--- src/rtl/jogo_memoria_parametrizado.sv ---
// jogo_memoria_parametrizado: Simon-style memory game with LFSR-grown sequence, preview and timed player entry.
module jogo_memoria_parametrizado #(
    parameter int          N_BOTOES  = 4,
    parameter int          N_RODADAS = 16,
    parameter int          T_LED     = 1000,
    parameter int          T_PAUSA   = 250,
    parameter int          T_TIMEOUT = 5000,
    parameter logic [15:0] SEMENTE   = 16'hACE1
) (
    input  logic                               clock,
    input  logic                               reset,
    input  logic                               jogar,
    input  logic                               modo,
    input  logic [N_BOTOES-1:0]                botoes,
    output logic [N_BOTOES-1:0]                leds,
    output logic                               ganhou,
    output logic                               perdeu,
    output logic                               timeout,
    output logic                               pronto,
    output logic [3:0]                         db_estado,
    output logic [$clog2(N_RODADAS+1)-1:0]     db_rodada,
    output logic [$clog2(N_RODADAS+1)-1:0]     db_indice
);
    localparam int LB   = $clog2(N_BOTOES);
    localparam int RW   = $clog2(N_RODADAS + 1);
    localparam int IW   = N_RODADAS > 1 ? $clog2(N_RODADAS) : 1;
    localparam int TM1  = T_LED > T_PAUSA ? T_LED : T_PAUSA;
    localparam int TMAX = TM1 > T_TIMEOUT ? TM1 : T_TIMEOUT;
    localparam int TW   = $clog2(TMAX + 1);

    typedef enum logic [3:0] {
        INICIAL     = 4'h0,
        PREPARA     = 4'h1,
        ACRESCENTA  = 4'h2,
        MOSTRA      = 4'h3,
        PAUSA       = 4'h4,
        ESPERA      = 4'h5,
        COMPARA     = 4'h6,
        PROX_JOGADA = 4'h7,
        PROX_RODADA = 4'h8,
        FIM_GANHOU  = 4'hA,
        FIM_PERDEU  = 4'hB,
        FIM_TIMEOUT = 4'hC
    } t_estado;

    t_estado             r_estado, w_prox;
    logic [TW-1:0]       r_tmr;
    logic [15:0]         r_lfsr;
    logic [RW-1:0]       r_rodada, r_indice;
    logic [N_BOTOES-1:0] r_jog;
    logic                r_ant;
    logic [LB-1:0]       r_mem [N_RODADAS];

    logic                w_ultimo, w_jogada, w_fb;
    logic [N_BOTOES-1:0] w_elem;

    assign w_ultimo = r_indice == r_rodada - 1'b1;
    assign w_jogada = |botoes & ~r_ant;
    assign w_fb     = r_lfsr[15] ^ r_lfsr[13] ^ r_lfsr[12] ^ r_lfsr[10];
    assign w_elem   = N_BOTOES'(1) << r_mem[IW'(r_indice)];

    always_comb begin
        w_prox = r_estado;
        case (r_estado)
            INICIAL:     w_prox = jogar ? PREPARA : INICIAL;
            PREPARA:     w_prox = ACRESCENTA;
            ACRESCENTA:  w_prox = MOSTRA;
            MOSTRA:      w_prox = r_tmr == TW'(T_LED - 1) ? PAUSA : MOSTRA;
            PAUSA:       w_prox = r_tmr != TW'(T_PAUSA - 1) ? PAUSA : w_ultimo ? ESPERA : MOSTRA;
            ESPERA:      w_prox = w_jogada ? COMPARA : r_tmr == TW'(T_TIMEOUT - 1) ? FIM_TIMEOUT : ESPERA;
            COMPARA:     w_prox = r_jog != w_elem ? FIM_PERDEU : !w_ultimo ? PROX_JOGADA :
                                  r_rodada == RW'(N_RODADAS) ? FIM_GANHOU : PROX_RODADA;
            PROX_JOGADA: w_prox = ESPERA;
            PROX_RODADA: w_prox = botoes == '0 ? ACRESCENTA : PROX_RODADA;
            FIM_GANHOU, FIM_PERDEU, FIM_TIMEOUT: w_prox = jogar ? PREPARA : r_estado;
            default:     w_prox = INICIAL;
        endcase
    end

    always_ff @(posedge clock) begin
        if (reset) begin
            r_estado <= INICIAL;
            r_tmr    <= '0;
            r_lfsr   <= SEMENTE;
            r_rodada <= '0;
            r_indice <= '0;
            r_jog    <= '0;
            r_ant    <= 1'b0;
        end else begin
            r_estado <= w_prox;
            // every state change restarts the timer, so each timed state counts from zero
            r_tmr    <= w_prox != r_estado ? '0 : r_tmr + 1'b1;
            r_ant    <= |botoes;
            if (r_estado == PREPARA && !modo)
                r_lfsr <= SEMENTE;
            else if (modo || r_estado == ACRESCENTA)
                r_lfsr <= {r_lfsr[14:0], w_fb};
            if (r_estado == ESPERA)
                r_jog <= botoes;
            if (r_estado == PREPARA)
                r_rodada <= RW'(1);
            if (r_estado == PREPARA || r_estado == ACRESCENTA)
                r_indice <= '0;
            if (r_estado == PAUSA && w_prox != PAUSA)
                r_indice <= w_ultimo ? '0 : r_indice + 1'b1;
            if (r_estado == PROX_JOGADA)
                r_indice <= r_indice + 1'b1;
            if (r_estado == PROX_RODADA && w_prox == ACRESCENTA)
                r_rodada <= r_rodada + 1'b1;
        end
    end

    always_ff @(posedge clock)
        if (!reset && r_estado == ACRESCENTA)
            r_mem[IW'(r_rodada - 1'b1)] <= r_lfsr[LB-1:0];

    assign leds      = r_estado == MOSTRA ? w_elem :
                       (r_estado == ESPERA || r_estado == PROX_JOGADA || r_estado == PROX_RODADA) ? botoes : '0;
    assign ganhou    = r_estado == FIM_GANHOU;
    assign perdeu    = r_estado == FIM_PERDEU || r_estado == FIM_TIMEOUT;
    assign timeout   = r_estado == FIM_TIMEOUT;
    assign pronto    = ganhou || perdeu;
    assign db_estado = r_estado;
    assign db_rodada = r_rodada;
    assign db_indice = r_indice;
endmodule
--- config.mk ---
export PLATFORM = sky130hd
export DESIGN_NAME = jogo_memoria_parametrizado
export DESIGN_NICKNAME = d
export VERILOG_FILES = /design/src/rtl/jogo_memoria_parametrizado.sv
export SDC_FILE = /design/constraint.sdc
export NUM_CORES = 1
export LEC_CHECK = 0
export BUFFER_PORTS_ARGS = -buffer_cell sky130_fd_sc_hd__buf_4
export CAP_MARGIN = 5
export CORE_MARGIN = 3
export CORE_UTILIZATION = 30
export DETAILED_ROUTE_END_ITERATION = 6
export SYNTH_ARGS = -nofsm -noshare
export SYNTH_HDL_FRONTEND = slang
export SYNTH_SLANG_ARGS = --single-unit
export TNS_END_PERCENT = 20
--- constraint.sdc ---
create_clock -name clock -period 2.9 [get_ports clock]
set_clock_uncertainty 0.05 [all_clocks]
set_input_delay 0.29 -clock clock [delete_from_list [all_inputs] [get_ports clock]]
set_output_delay 0.29 -clock clock [all_outputs]
set_load 0.05 [all_outputs]
# Word-level counts from Yosys, hierarchy flattened
# Memory sizes are Yosys's and may differ from the RTL's. A register that Yosys moved wholly into a read port is not among the register bits.
# Index checks and enable logic that the tools add are counted.
# totals
register_bits	48
ram_bits	32
output_inout_bits	22
n_memories	1
# classes
addsub	4
n_eq_ne	20
shift	1
n_mux	24
bitwise_logic	5
reduce_logical	20
# mem_list
memory	depth	width	rd	rd_ports_with_merged_regs	wr	line_no	text
r_mem	16	2	1	1	1	52	logic [LB-1:0] r_mem [N_RODADAS];
# op_table
operator	n
$mux W4	10
$pmux W4 S10	1
$mux W5	6
$eq A4 B3 Y1 const B	4
$eq A4 B4 Y1 const B	4
$add A13 B1 Y13 const B	1
$eq A13 B10 Y1 const B	1
$eq A13 B13 Y1 const B	1
$ne A13 B8 Y1 const B	1
$eq A4 B2 Y1 const B	3
$add A5 B1 Y5 const B	2
$mux W3	3
$logic_not A4 Y1	2
$ne A4 B4 Y1	2
$logic_or A1 B1 Y1	6
$eq A5 B5 Y1	1
$eq A5 B5 Y1 const B	1
$sub A5 B1 Y5 const B	1
$eq A4 B1 Y1 const B	1
$logic_and A1 B1 Y1	4
$ne A4 B3 Y1 const B	1
$reduce_or A2 Y1	2
$reduce_or A4 Y1	1
$shl A1 B2 Y4 const A	1
9 further kinds	14

# Depth between registers and ports, before layout
# Gate-level depths: netlist (run 1).
# logic_depth
ltp_word	11
depth_mapped	11

# Worst setup path before layout (run 1)
# OpenSTA, ideal clock, no wires.
# synth_path
path_kind	reg2reg
start	register r_rodada[0], in the netlist db_rodada[0]
end	register r_tmr[10]
arrival_time_ns	2.884
slack_ns	-0.156
path_stages_with_launch	12
n_path_buf	3
path_cell_list	dfxtp_1 > clkbuf_1 > inv_1 > ha_1 > buf_2 > nor3b_1 > xnor2_1 > nor3_1 > o21ai_0 > o221ai_1 > buf_2 > nor3_2
# synth_between
elab_chain_cells	7
elab_cells_between_ends	11
classes_between	add/sub: 1; eq/ne: 3; mux: 6; reduce/logical: 1
# synth_lines
element	line_no	text
from (decl)	49	logic [RW-1:0] r_rodada, r_indice;
from (signal assigned)	109	r_rodada <= r_rodada + 1'b1;
$sub A5 B1 Y5 or $eq A5 B5 Y1 (tied branches)	-	
$eq A5 B5 Y1 or $mux W2 (tied branches)	57, 72	
$mux W4 or $mux W3 (tied branches) (2 in a row)	71, 69	
$pmux W4 S10 (*)	64	case (r_estado)
$ne A4 B4 Y1 (*)	92	r_tmr <= w_prox != r_estado ? '0 : r_tmr + 1'b1;
$reduce_or A2 Y1 (no line) (*)	-	
to (signal assigned)	92	
to (decl)	47	logic [TW-1:0] r_tmr;
# Mark *: on every way between the ends. The rest lies on a longest branch, timed or not.
# A chain may end at the register's enable or synchronous reset.

==> results of run 1 <==
worst min-delay path, stage by stage:
cell	delay [ps]
buf_4	100
mux2i_1	60
nor2_1	70
logic make-up (layout without fill, tap and decap cells):
logic type | after synthesis | after routing
buffers and inverters | 29 | 69
adder cells (fa/ha/maj) | 9 | 9
XOR/XNOR | 24 | 24
AO/OA/AOI/OAI | 83 | 83
flip-flops | 84 | 84
AND/OR/NAND/NOR | 194 | 194
multiplexers | 21 | 21
worst max path at each step:
stage | startpoint | endpoint | slack [ps] | depth (start not counted)
floorplan | flip-flop | leds[0] | -130 | 4
global placement | flip-flop | db_estado[3] | 280 | 5
detailed placement | flip-flop | db_estado[3] | 230 | 5
CTS | flip-flop | leds[1] | 9 | 4
global route | flip-flop | leds[2] | 10 | 7
finish | flip-flop | leds[2] | 120 | 7
flip-flops by register name (all words and copies together), names as in the netlist, named ones only:
| register | flops |
|---|---|
| db_indice | 5 |
| r_mem | 32 |
| db_rodada | 5 |
| db_estado | 4 |
| r_tmr | 13 |
| r_ant | 1 |
| r_jog | 4 |
| r_lfsr | 16 |
stage by stage:
stage               hold slack [ps]  util (%)  setup slack, ps  total power (W)
global placement                391      34.5              279          0.00172
floorplan                       382         -             -131          0.00162
detailed placement              394      34.5              228          0.00173
global route                    181      36.7             9.82          0.00300
finish                          174      36.7              125          0.00287
CTS                             170      36.6             8.93          0.00290
layout make-up:
type / instances / area [sq um]
repair buffers: 46 / 345
inverters: 7 / 26.3
clock buffers: 10 / 229
clock inverters: 6 / 72.6
fillers: 1414 / 8920
flip-flops and latches: 84 / 2010
well taps: 180 / 225
multi-input cells: 331 / 2270
power by group through the flow:
stage	clock [W]	combinational (W)	sequential (W)
detailed placement	0	0.000365	0.00136
global route	0.00125	0.000407	0.00135
CTS	0.00119	0.000367	0.00134
finish	0.00117	0.000365	0.00134
floorplan	0	0.000251	0.00137
global placement	0	0.000357	0.00136
cell usage in the layout (no fill, tap or decap), types with 4 or more instances in the layout:
| master | instances |
|---|---|
| a21oi_1 | 31 |
| o21a_1 | 5 |
| nand2_1 | 54 |
| nor4b_1 | 5 |
| mux4_1 | 4 |
| nor2_1 | 38 |
| nand3_1 | 19 |
| inv_1 | 7 |
| nor3_1 | 12 |
| edfxtp_1 | 32 |
| mux2i_1 | 12 |
| dfxtp_1 | 49 |
| o21ai_0 | 14 |
| a21boi_0 | 4 |
| nand3b_1 | 5 |
| a211oi_1 | 5 |
| nor3b_1 | 4 |
| buf_4 | 46 |
| ha_1 | 9 |
| nand2b_1 | 5 |
| xnor2_1 | 13 |
| nor2b_1 | 11 |
| clkbuf_16 | 9 |
| nand4_1 | 5 |
| and3_1 | 5 |
| xor2_1 | 9 |
| nor3_2 | 10 |
layer usage:
layer  up-vias  track usage [%]  routed length, microns
li1       1708                -                       -
met1      1647             17.2                    4700
met2        58             19.6                    4780
met3        10             2.55                     442
met4         0             5.30                     138
met5         -                0                       0
==> flow_metrics.env, run 1 <==
export IMPL_outcome="completed"
export IMPL_hold_buffers=0
export IMPL_worst_path_buf_inv=2
export IMPL_slew_headroom_pct=29.9
export IMPL_setup_worst_path_class="reg2out"
export IMPL_port_buffers=29
export IMPL_p_per_area_mw_per_mm2=555
export IMPL_min_period_ps=2780
export IMPL_reg2reg_slack_ps=270
export IMPL_worstMarginPinSlew_ps=1050
export IMPL_synth_area_per_cell_sq_um=9.91
export IMPL_stdcell_area_sq_mm=0.00517
export IMPL_wire_per_inst_microns=15.1
export IMPL_hp_start="botoes[2]"
export IMPL_syn_num_nets=461
export IMPL_rr_startpoint="r_tmr[0]"
export IMPL_setup_viol=0
export IMPL_drc=0
export IMPL_place_congestion=0.822
export IMPL_die_x_microns=127
export IMPL_synth_cell_area_sq_mm=0.00440
export IMPL_ys_warn_count=0
export IMPL_drv_cap=0
export IMPL_grt_antenna_before_repair=0
export IMPL_cts_tree="built"
export IMPL_max_freq_mhz=360
export IMPL_leakage_nw=1.81
export IMPL_synthCells=444
export IMPL_reg2reg_depth=8
export IMPL_crit_arrival_ps=2440
export IMPL_worstHoldPathCells=3
export IMPL_crit_path_start_kind="flip-flop"
export IMPL_synth_top_area_share_pct=23.7
export IMPL_grt_overflow=0
export IMPL_synthAdderAreaFrac_pct=2.56
export IMPL_grtUsageTotal_pct=12.6
export IMPL_cpPeakStageDelay_ps=550
export IMPL_crit_required_ps=2560
export IMPL_drv_slew=0
export IMPL_final_cells=664
export IMPL_die_area_sq_mm=0.0161
export IMPL_dr_total_vias=3423
export IMPL_routed_wl_mm=10.1
export IMPL_synth_top_family_by_area="simple AND/OR/NAND/NOR gates"
export IMPL_yosysUniqueCellTypes=64
export IMPL_synthMuxAreaShare_pct=7.14
export IMPL_synth_seq_area_share_pct=45.5
export IMPL_synth_compound_area_share_pct=12.2
export IMPL_synthTopCellsByCount="54 x nand2_1, 52 x dfxtp_1, 38 x nor2_1"
export IMPL_p_sw_share_pct=26.9
export IMPL_drive_gt1_share_pct=17.8
export IMPL_yosys_area_share_simple_pct=24.2
export IMPL_clk_latency_ps=340
export IMPL_cts_resized=0
export IMPL_grt_pass1_vias=3267
export IMPL_fin_nets=496
export IMPL_start_util_pct=31.2
export IMPL_synth_xor_area_share_pct=5.26
export IMPL_grt_max_degree=26
export IMPL_pin_count=30
export IMPL_cpMaxStageDelayCell="mux4_2"
export IMPL_async_reset_ff_share_pct=0
export IMPL_synth_most_common_cell="nand2_1"
export IMPL_rsz0062_at_grt="no"
export IMPL_r2r_end="r_tmr[2]"
export IMPL_intPower_w=0.00210
export IMPL_antenna_cells=0
export IMPL_ys_flop_type="dfxtp_1"
export IMPL_hold_path_end="r_jog[2]"
export IMPL_root_buffer="clkbuf_16"
export IMPL_hold_violations=0
export IMPL_cts_setup_buffers=0
export IMPL_dp_cells=648
export IMPL_cts_path_max_buffers=2
export IMPL_dpl_hpwl_mm=7.31
export IMPL_ys_ff_latch=84
export IMPL_seqPwrFrac_pct=46.6
export IMPL_die_h_microns=127
export IMPL_path_cells="buf_4, mux2i_1, mux4_2, mux2i_2, and2b_1, a22o_1, buf_4"
export IMPL_yosys_area_top_type="dfxtp_1"
export IMPL_area_growth_pct=17.6
export IMPL_synth_top_cells_by_area="dfxtp_1 24%, edfxtp_1 22%, nand2_1 4.6%"
export IMPL_crit_family="multiplexers"
export IMPL_path_clk_slew_ps=60
export IMPL_drtIter0Drc=303
export IMPL_clkPwrFrac_pct=40.7
export IMPL_comb_power_share_pct=12.7
export IMPL_hold_path_class="in2reg"
export IMPL_htreeDepth=3
export IMPL_path_common_cell="buf_4"
export IMPL_viasPerCell=5.16
export IMPL_fin_crit_sh_pct=95.7
export IMPL_worst_ir_drop_vdd_uv=322
export IMPL_place_area_sq_mm=0.00486
export IMPL_core_sq_mm=0.0141
export IMPL_synth_edff_count=32
export IMPL_drtAntennaViolNets=0
export IMPL_end_kind="primary output"
export IMPL_clkSinkCount=84
export IMPL_fin_tns_setup_ps=0
export IMPL_critPathMaxFanout=12
export IMPL_rows=43
export IMPL_p_sw_w=0.000772
export IMPL_grt_pass1_wl_mm=16.7
export IMPL_drtPass1Iterations=4
export IMPL_numCtsBuffers=9
(Power assumes the default switching activity.)
==> run 2: changes to the inputs <==
BUFFER_PORTS_ARGS = default   (was -buffer_cell sky130_fd_sc_hd__buf_4)
DONT_BUFFER_PORTS = 1   (was default)
clock period = 2.3 ns   (was 2.9 ns; I/O delays follow)
==> flow_metrics.env, run 2 (synthesized netlist as in run 1, its figures left out) <==
export IMPL_fin_crit_sh_pct=116
export IMPL_worstMarginPinSlew_ps=780
export IMPL_start_util_pct=31.2
export IMPL_cts_path_max_buffers=2
export IMPL_crit_required_ps=2020
export IMPL_finalWorstSetupSlack_ps=-361
export IMPL_rsz0062_at_grt="yes"
export IMPL_layout_common_cells="69 x buf_4, 53 x nand2_1, 43 x dfxtp_1"
export IMPL_crit_family="multiplexers"
export IMPL_end_kind="primary output"
export IMPL_mostFrequentLayoutCell="buf_4"
export IMPL_cts_tree="built"
export IMPL_drtAntennaViolNets=0
export IMPL_dpl_hpwl_mm=8.01
export IMPL_die_x_microns=127
export IMPL_port_buffers=0
export IMPL_slew_headroom_pct=47.8
export IMPL_crit_arrival_ps=2380
export IMPL_max_freq_mhz=376
export IMPL_wire_per_inst_microns=16.5
export IMPL_leakage_nw=2.15
export IMPL_grt_pass1_vias=3696
export IMPL_grt_max_degree=21
export IMPL_final_core_util_pct=41.8
export IMPL_drive_gt1_share_pct=30.9
export IMPL_area_growth_pct=33.9
export IMPL_cpPeakStageDelay_ps=530
export IMPL_dr_total_vias=3672
export IMPL_path_clk_slew_ps=60
export IMPL_viasPerCell=5.21
export IMPL_pin_count=30
export IMPL_setup_worst_path_class="reg2out"
export IMPL_fin_nets=537
export IMPL_routed_wl_mm=11.6
export IMPL_violations="negative setup slack"
export IMPL_top_register="r_mem"
export IMPL_worst_ir_drop_vdd_uv=407
export IMPL_crit_path_start_kind="flip-flop"
export IMPL_grt_pass1_wl_mm=18.9
export IMPL_critPathMaxFanout=10
export IMPL_core_sq_mm=0.0141
export IMPL_grt_overflow=0
export IMPL_hold_path_class="in2reg"
export IMPL_min_period_ps=2660
export IMPL_place_congestion=0.852
export IMPL_numCtsBuffers=9
export IMPL_clk_latency_ps=340
export IMPL_drv_slew=0
export IMPL_hold_violations=0
export IMPL_antenna_cells=0
export IMPL_htreeDepth=3
export IMPL_drv_cap=0
export IMPL_fin_tns_setup_ps=-1430
export IMPL_clkSinkCount=84
export IMPL_hp_start="reset"
export IMPL_drtIter0Drc=295
export IMPL_setup_viol=7
export IMPL_grt_antenna_before_repair=0
export IMPL_drc=0
export IMPL_largest_reg_flops=32
export IMPL_outcome="complete, but fails checks"
export IMPL_p_per_area_mw_per_mm2=653
export IMPL_root_buffer="clkbuf_16"
export IMPL_top_regs="r_mem x32, r_lfsr x16, r_tmr x13"
export IMPL_die_area_sq_mm=0.0161
export IMPL_die_h_microns=127
export IMPL_grtUsageTotal_pct=14.6
export IMPL_drtPass1Iterations=5
export IMPL_worst_path_buf_inv=3
export IMPL_rows=43
export IMPL_finalPower_w=0.00385
export IMPL_path_common_cell="buf_12"
export IMPL_path_cells="buf_12, mux2i_1, mux4_2, mux2i_2, buf_4, and2b_1, a22o_1, buf_12"
export IMPL_cpMaxStageDelayCell="mux4_2"
[run 2: cell types whose count changed in the layout (fill, tap and decap cells not counted), moves of 5 or more]
cell,previous run,this run
o21ai_0,14,9
dlygate4sd3_1,0,6
buf_6,0,5
buf_4,46,69
dfxtp_1,49,43
nor3_1,12,5
buf_12,0,7
[run 2: repair_timing]
item,in CTS,in global routing
gates cloned,1,0
gates resized for setup,27,33
endpoints found under the setup margin,30,30
hold endpoints to repair,19,0
pin swaps,14,16
hold buffers,6,0
buffers inserted,6,3
[run 2: path summary, 6_finish.rpt]
kind / slack, ps / to / cells after the start
hold reg to reg: 410 / r_lfsr[12] / 2
hold / removal: 60 / r_lfsr[0] / 2
setup reg to reg: -120 / db_estado[2] / 7
setup / recovery: -360 / leds[2] / 8
[run 2: layout make-up]
class                   instances  area [sq um]
fillers                      1312          8210
multi-input cells             331          2510
flip-flops and latches         84          2020
repair buffers                 87           774
clock buffers                  11           233
well taps                     180           225
clock inverters                 5          85.1
inverters                       7          33.8
[run 2: metal layers]
| metal | share of wire [%] | GRT usage (%) | up-vias |
|---|---|---|---|
| li1 | - | - | 1779 |
| met1 | 44 | 18.2 | 1803 |
| met2 | 50 | 24.9 | 72 |
| met3 | 4.5 | 3.26 | 18 |
| met4 | 1.7 | 4.79 | 0 |
| met5 | 0 | 0 | - |
[run 2: where the power goes]
part	internal [W]	switching, W	leakage, nW
logic	0.000257	0.000349	1.29
clock network	0.000958	0.000595	0.150
registers	0.00162	0.0000666	0.715
total	0.00284	0.00101	2.15
[run 2: per-stage QoR]
step	area (sq um)	hold slack [ps]	instances	setup slack, ps
2_1_floorplan	4470	327	444	-187
6_report	5890	59.4	705	-361
3_5_place_dp	5190	253	673	-192
5_1_grt	5890	69.6	705	-421
4_1_cts	5710	56.1	702	-365
3_3_place_gp	5190	251	673	-189
